### src/rtl/aes_key_pkg.sv
// Shared AES-128 key-schedule definitions: key width, round constants, FSM states
// and a helper for slicing 32-bit words out of a 128-bit key (word 0 is the MSW).
package aes_key_pkg;

  localparam int BLOCK_LENGTH = 128;

  typedef enum logic [1:0] {
    IDLE   = 2'd0,
    EXPAND = 2'd1,
    EMIT   = 2'd2
  } state_t;

  function automatic logic [7:0] rcon(input logic [3:0] round);
    case (round)
      4'd1:    return 8'h01;
      4'd2:    return 8'h02;
      4'd3:    return 8'h04;
      4'd4:    return 8'h08;
      4'd5:    return 8'h10;
      4'd6:    return 8'h20;
      4'd7:    return 8'h40;
      4'd8:    return 8'h80;
      4'd9:    return 8'h1b;
      4'd10:   return 8'h36;
      default: return 8'h00;
    endcase
  endfunction

  function automatic logic [31:0] get_word(input logic [BLOCK_LENGTH-1:0] k, input logic [1:0] i);
    return k[(3 - i) * 32 +: 32];
  endfunction

endpackage

### src/rtl/inv_key_schedule_dec_if.sv
// Handshake bundle between the round-key sequencer (slave) and its user (master).
interface inv_key_schedule_dec_if;
  import aes_key_pkg::*;

  logic                    start;
  logic [BLOCK_LENGTH-1:0] key;
  logic                    key_ready;
  logic [BLOCK_LENGTH-1:0] round_key;
  logic                    round_key_valid;
  logic [3:0]              round_idx;
  logic                    busy;
  logic                    done;

  modport master (
    output start, key, key_ready,
    input  round_key, round_key_valid, round_idx, busy, done
  );

  modport slave (
    input  start, key, key_ready,
    output round_key, round_key_valid, round_idx, busy, done
  );

endinterface

### src/rtl/g_function.sv
// AES key-schedule g(): SubWord(RotWord(w)) xor {rc,24'h0}; purely combinational.
module g_function (
  input  logic [31:0] w,
  input  logic [7:0]  rc,
  output logic [31:0] g
);

  localparam logic [0:255][7:0] SBOX = {
    128'h637c777bf26b6fc53001672bfed7ab76, 128'hca82c97dfa5947f0add4a2af9ca472c0,
    128'hb7fd9326363ff7cc34a5e5f171d83115, 128'h04c723c31896059a071280e2eb27b275,
    128'h09832c1a1b6e5aa0523bd6b329e32f84, 128'h53d100ed20fcb15b6acbbe394a4c58cf,
    128'hd0efaafb434d338545f9027f503c9fa8, 128'h51a3408f929d38f5bcb6da2110fff3d2,
    128'hcd0c13ec5f974417c4a77e3d645d1973, 128'h60814fdc222a908846eeb814de5e0bdb,
    128'he0323a0a4906245cc2d3ac629195e479, 128'he7c8376d8dd54ea96c56f4ea657aae08,
    128'hba78252e1ca6b4c6e8dd741f4bbd8b8a, 128'h703eb5664803f60e613557b986c11d9e,
    128'he1f8981169d98e949b1e87e9ce5528df, 128'h8ca1890dbfe6426841992d0fb054bb16
  };

  always_comb begin
    g = {SBOX[w[23:16]], SBOX[w[15:8]], SBOX[w[7:0]], SBOX[w[31:24]]} ^ {rc, 24'h0};
  end

endmodule

### src/rtl/inv_key_schedule_dec.sv
// Reverse-order AES-128 round-key sequencer: expands K0 forward to K10 in one register,
// then emits K10..K0 over valid/ready, undoing one key step per accepted key.
module inv_key_schedule_dec
  import aes_key_pkg::*;
(
  input  logic                  clk,
  input  logic                  rst,
  inv_key_schedule_dec_if.slave kif
);

  state_t                  state_q, state_d;
  logic [BLOCK_LENGTH-1:0] key_q, key_d;
  logic [3:0]              rc_q, rc_d;
  logic [3:0]              idx_q, idx_d;
  logic                    done_q, done_d;

  logic                    accept;
  logic [31:0]             g_in, g_out;
  logic [7:0]              g_rc;
  logic [31:0]             w0, w1, w2, w3;
  logic [BLOCK_LENGTH-1:0] fwd_key, inv_key;

  assign w0 = get_word(key_q, 2'd0);
  assign w1 = get_word(key_q, 2'd1);
  assign w2 = get_word(key_q, 2'd2);
  assign w3 = get_word(key_q, 2'd3);

  assign accept = (state_q == EMIT) && kif.key_ready;

  // One shared g(): in EMIT the previous key's last word is recovered as w7^w6.
  assign g_in = (state_q == EMIT) ? (w3 ^ w2) : w3;
  assign g_rc = (state_q == EMIT) ? rcon(idx_q) : rcon(rc_q);

  g_function u_g (
    .w  (g_in),
    .rc (g_rc),
    .g  (g_out)
  );

  always_comb begin
    logic [31:0] n0, n1, n2, n3;
    n0 = w0 ^ g_out;
    n1 = w1 ^ n0;
    n2 = w2 ^ n1;
    n3 = w3 ^ n2;
    fwd_key = {n0, n1, n2, n3};
    inv_key = {w0 ^ g_out, w1 ^ w0, w2 ^ w1, w3 ^ w2};
  end

  always_ff @(posedge clk) begin
    if (rst) begin
      state_q <= IDLE;
    end else begin
      state_q <= state_d;
    end
  end

  always_comb begin
    state_d = state_q;
    case (state_q)
      IDLE:    if (kif.start) state_d = EXPAND;
      EXPAND:  if (rc_q == 4'd10) state_d = EMIT;
      EMIT:    if (accept && (idx_q == 4'd0)) state_d = IDLE;
      default: state_d = IDLE;
    endcase
  end

  always_ff @(posedge clk) begin
    if (rst) begin
      key_q  <= '0;
      rc_q   <= '0;
      idx_q  <= '0;
      done_q <= 1'b0;
    end else begin
      key_q  <= key_d;
      rc_q   <= rc_d;
      idx_q  <= idx_d;
      done_q <= done_d;
    end
  end

  always_comb begin
    key_d  = key_q;
    rc_d   = rc_q;
    idx_d  = idx_q;
    done_d = 1'b0;
    case (state_q)
      IDLE: begin
        if (kif.start) begin
          key_d = kif.key;
          rc_d  = 4'd1;
        end
      end
      EXPAND: begin
        key_d = fwd_key;
        rc_d  = rc_q + 4'd1;
        if (rc_q == 4'd10) idx_d = 4'd10;
      end
      EMIT: begin
        if (accept) begin
          if (idx_q == 4'd0) begin
            done_d = 1'b1;
          end else begin
            key_d = inv_key;
            idx_d = idx_q - 4'd1;
          end
        end
      end
      default: ;
    endcase
  end

  always_comb begin
    kif.round_key       = key_q;
    kif.round_idx       = idx_q;
    kif.round_key_valid = (state_q == EMIT);
    kif.busy            = (state_q != IDLE);
    kif.done            = done_q;
  end

endmodule
### src/flat_wrapper.sv
// flat-port wrapper written by rule: the top's interface ports become plain ports
module inv_key_schedule_dec_flat import aes_key_pkg::*;
  (clk, rst, kif_start, kif_key, kif_key_ready, kif_round_key, kif_round_key_valid, kif_round_idx, kif_busy, kif_done);
  inv_key_schedule_dec_if kif_i ();
  input  logic clk;
  input  logic rst;
  input wire logic [$bits(kif_i.start)-1:0] kif_start;
  input wire logic [$bits(kif_i.key)-1:0] kif_key;
  input wire logic [$bits(kif_i.key_ready)-1:0] kif_key_ready;
  output wire logic [$bits(kif_i.round_key)-1:0] kif_round_key;
  output wire logic [$bits(kif_i.round_key_valid)-1:0] kif_round_key_valid;
  output wire logic [$bits(kif_i.round_idx)-1:0] kif_round_idx;
  output wire logic [$bits(kif_i.busy)-1:0] kif_busy;
  output wire logic [$bits(kif_i.done)-1:0] kif_done;
  assign kif_i.start = kif_start;
  assign kif_i.key = kif_key;
  assign kif_i.key_ready = kif_key_ready;
  assign kif_round_key = kif_i.round_key;
  assign kif_round_key_valid = kif_i.round_key_valid;
  assign kif_round_idx = kif_i.round_idx;
  assign kif_busy = kif_i.busy;
  assign kif_done = kif_i.done;
  inv_key_schedule_dec u_core (.clk(clk), .rst(rst), .kif(kif_i));
endmodule
### config.mk
export PLATFORM = sky130hd
export DESIGN_NAME = inv_key_schedule_dec_flat
export DESIGN_NICKNAME = d
export VERILOG_FILES = /design/src/rtl/aes_key_pkg.sv /design/src/rtl/inv_key_schedule_dec_if.sv /design/src/rtl/g_function.sv /design/src/rtl/inv_key_schedule_dec.sv /design/src/flat_wrapper.sv
export SDC_FILE = /design/constraint.sdc
export NUM_CORES = 1
export LEC_CHECK = 0
export CAP_MARGIN = 30
export CORE_MARGIN = 2
export CORE_UTILIZATION = 35
export CTS_CLUSTER_DIAMETER = 120
export CTS_CLUSTER_SIZE = 14
export DETAILED_ROUTE_END_ITERATION = 7
export PLACE_DENSITY = 0.5
export RECOVER_POWER = 50
export REMOVE_ABC_BUFFERS = 1
export SLEW_MARGIN = 40
export SYNTH_ARGS = -nofsm -noshare
export SYNTH_HDL_FRONTEND = slang
export SYNTH_SLANG_ARGS = --single-unit
export TNS_END_PERCENT = 10
### constraint.sdc
create_clock -name clk -period 5.7 [get_ports clk]
set_clock_uncertainty 0.15 [all_clocks]
set_input_delay 0.855 -clock clk [delete_from_list [all_inputs] [get_ports clk]]
set_output_delay 0.855 -clock clk [all_outputs]
set_load 0.02 [all_outputs]
==> flow_metrics.env <==
export IMPL_die_height_microns=291
export IMPL_place_ws_ns=0.555
export IMPL_setup_tns_ns=0
export IMPL_slowest_delay_ns=1.88
export IMPL_maxCapViolations=2
export IMPL_syn_area_per_cell_sq_um=6.78
export IMPL_grt_start_max_net_pins=79
export IMPL_ys_top_cells_by_area="dfxtp_1, o21ai_0, a21oi_1"
export IMPL_grt_pass1_wl_mm=269
export IMPL_tightest_slew_ns=2.55
export IMPL_netlist_area_leader_share_pct=10.8
export IMPL_yosys_warnings=0
export IMPL_comb_power_share_pct=78.4
export IMPL_cp_slowest_cell="clkbuf_1"
export IMPL_clkTransAtPathRegs_ns=0.08
export IMPL_worstReg2RegStart="u_core.state_q[1]$_SDFFE_PP0P_"
export IMPL_yosys_area_top_type="dfxtp_1"
export IMPL_hold_path_class="reg -> reg"
export IMPL_die_area_sq_um=84800
export IMPL_drtPass1Iterations=7
export IMPL_vias=39817
export IMPL_root_buffer="clkbuf_16"
export IMPL_required_ns=5.98
export IMPL_p_leak_uw=0.0132
export IMPL_powerDensity_nw_per_um2=387
export IMPL_synth_distinct_cells=118
export IMPL_synth_seq_cells=155
export IMPL_cp_cell_sequence="inv_1 > ha_1 > clkbuf_1 > o21ai_0 > nand2_1 > a21oi_1 > inv_1 > ha_1 > nand3_1 > nand2_1"
export IMPL_nets=4720
export IMPL_postCtsHoldBufs=0
export IMPL_end_kind="flip-flop"
export IMPL_final_hold_violation_count=0
export IMPL_pwr_share_clk_pct=9.6
export IMPL_worstPathArrival_ns=5.72
export IMPL_status="finished, violations left"
export IMPL_drt_total_wl_mm=188
export IMPL_antenna_found_initial=10
export IMPL_synth_edff_count=0
export IMPL_wl_per_cell_microns=33.5
export IMPL_clockBufferDepth=2
export IMPL_drive_above_1_share_pct=14.7
export IMPL_synth_ff_type="dfxtp_1"
export IMPL_cts_tree="done"
export IMPL_num_io_pins=267
export IMPL_ir_drop_v=0.000295
export IMPL_p_sw_uw=7840
export IMPL_slew_limit_headroom_pct=-69.8
export IMPL_worstSetupPathType="reg -> reg"
export IMPL_max_freq_ghz=0.184
export IMPL_cts_resized_gates=0
export IMPL_row_count=105
export IMPL_netlist_instances=4258
export IMPL_start_kind="flip-flop"
export IMPL_start_util_pct=35.3
export IMPL_finalWeightedCongestion=1.10
export IMPL_numPortBuffers=266
export IMPL_dp_hpwl_mm=139
export IMPL_seq_power_share_pct=12.0
export IMPL_power_uw=13700
export IMPL_intPower_uw=5810
export IMPL_cp_startpoint="u_core.state_q[1]$_SDFFE_PP0P_"
export IMPL_maxSlewViolCount=61
export IMPL_yosysSeqAreaShare_pct=10.8
export IMPL_cts_buffers=17
export IMPL_synth_area_sq_um=28900
export IMPL_period_share_pct=95.5
export IMPL_grtUsageTotal_pct=42.5
export IMPL_cp_max_fo=36
export IMPL_remaining_drc_errors=0
export IMPL_ant_nets=0
export IMPL_finalWorstSetupSlack_ns=0.255
export IMPL_min_period_ns=5.45
export IMPL_rsz0062_at_grt="false"
export IMPL_grt_pass1_vias=36628
export IMPL_first_iter_violations=6610
export IMPL_placed_area_sq_um=34700
export IMPL_htree_levels=4
export IMPL_placed_cells=5566
export IMPL_hold_start="u_core.kif.round_key[108]$_SDFFE_PP0P_"
export IMPL_area_delta_synth_final_pct=22.4
export IMPL_final_area_sq_um=35300
export IMPL_setup_violations=0
export IMPL_postSynth_asyncResetShare_pct=0
export IMPL_core_area_sq_um=81800
export IMPL_cts_sinks=155
export IMPL_p_sw_share_pct=57.4
export IMPL_stdcell_count=5604
export IMPL_clk_latency_ns=0.55
export IMPL_gr_total_overflow=0
export IMPL_violations="capacitance limit, slew limit"
export IMPL_vias_per_cell=7.11
export IMPL_cts_setup_buffers=0
export IMPL_die_w_microns=291
## worst max-delay path: cells and delay by family, from the launching register on
kind / cells / cell delay [ns]
compound gates: 2 / 0.76
fa+ha+maj: 2 / 1.44
buf+inv: 3 / 2.12
flops: 1 / 0.35
simple gates: 3 / 0.42
## per-layer routing
layer / up-vias / global-route usage (%) / part of all wire (%)
met5: - / 0 / 0.022
met4: 6 / 24.8 / 6.6
met3: 640 / 12.1 / 12
met2: 3025 / 61.6 / 41
met1: 19139 / 55.7 / 40
li1: 17007 / - / -
## cells by family after synthesis
| group | after synthesis | synth area share (%) |
|---|---|---|
| flip-flops | 155 | 10.8 |
| buffers and inverters | 584 | 8.95 |
| AO/OA/AOI/OAI | 1769 | 42.7 |
| multiplexers | 50 | 2.11 |
| AND/OR/NAND/NOR | 1403 | 24.6 |
| XOR/XNOR | 226 | 7.76 |
| adder cells (fa/ha/maj) | 71 | 3.08 |
## area by class of cell
type | count | area [sq um]
fill | 8659 | 46500
multi-input combinational | 3519 | 23400
timing repair buffer | 740 | 6520
sequential | 155 | 3100
tap | 1070 | 1340
clock buffer | 17 | 425
inverter | 84 | 315
clock inverter | 15 | 174
antenna | 4 | 10.0
## worst paths after layout
check	to	slack (ns)	depth (start not counted)
hold reg to reg	u_core.kif.round_key[108]$_SDFFE_PP0P_	0.36	2
setup / recovery	flip-flop	0.25	10
setup reg to reg	flip-flop	0.25	10
hold / removal	u_core.kif.round_key[108]$_SDFFE_PP0P_	0.36	2
## metrics by stage
stage,hold WS (ns),util [%]
floorplan,0.314,-
global placement,0.344,42.3
detailed placement,0.351,42.4
CTS,0.365,43.1
global route,0.405,43.1
finish,0.355,43.1
## cell usage in the layout, fill, tap and decap left out, drive strengths merged, types with 47 or more instances in the layout
| cell | n |
|---|---|
| nand3 | 172 |
| o211ai | 97 |
| buf | 465 |
| inv | 93 |
| o21ai | 374 |
| a221oi | 85 |
| xnor2 | 118 |
| dfxtp | 155 |
| a21oi | 339 |
| nor2 | 318 |
| nor4 | 47 |
| nand2 | 297 |
| o311ai | 47 |
| dlygate4sd3 | 123 |
| a31oi | 84 |
| a211oi | 101 |
| nor3 | 228 |
| o22ai | 62 |
| xor2 | 91 |
| clkdlybuf4s50 | 142 |
| ha | 71 |
## cells in the mapped netlist (all sizes together) (18+ instances only)
cell	count
a22oi	42
or3	26
and3b	23
nor2b	28
a21oi	339
nor2	318
o21ai	374
nor3	228
nand3b	36
a2111oi	38
nand2b	35
a311o	18
o211ai	97
nand3	172
and3	38
buf	237
a211o	28
ha	71
a311oi	40
o221ai	40
nor4	47
o22ai	62
o32ai	30
a22o	19
nand4	39
a21boi	37
mux2i	36
o311ai	47
o2111ai	19
a31oi	84
a211oi	101
xor2	91
a21o	31
nor3b	26
clkbuf	263
inv	81
nand2	297
dfxtp	155
a32oi	31
xnor2	118
a221oi	85
o31ai	37
o2bb2ai	18
## power groups by stage
stage / Clock [uW] / Sequential (uW) / Combinational (uW)
2_1_floorplan: 0 / 1830 / 5400
3_3_place_gp: 0 / 1660 / 10400
3_5_place_dp: 0 / 1650 / 10300
4_1_cts: 1350 / 1630 / 10300
5_1_grt: 1360 / 1660 / 11100
6_report: 1310 / 1640 / 10700
(Power assumes the default switching activity.)
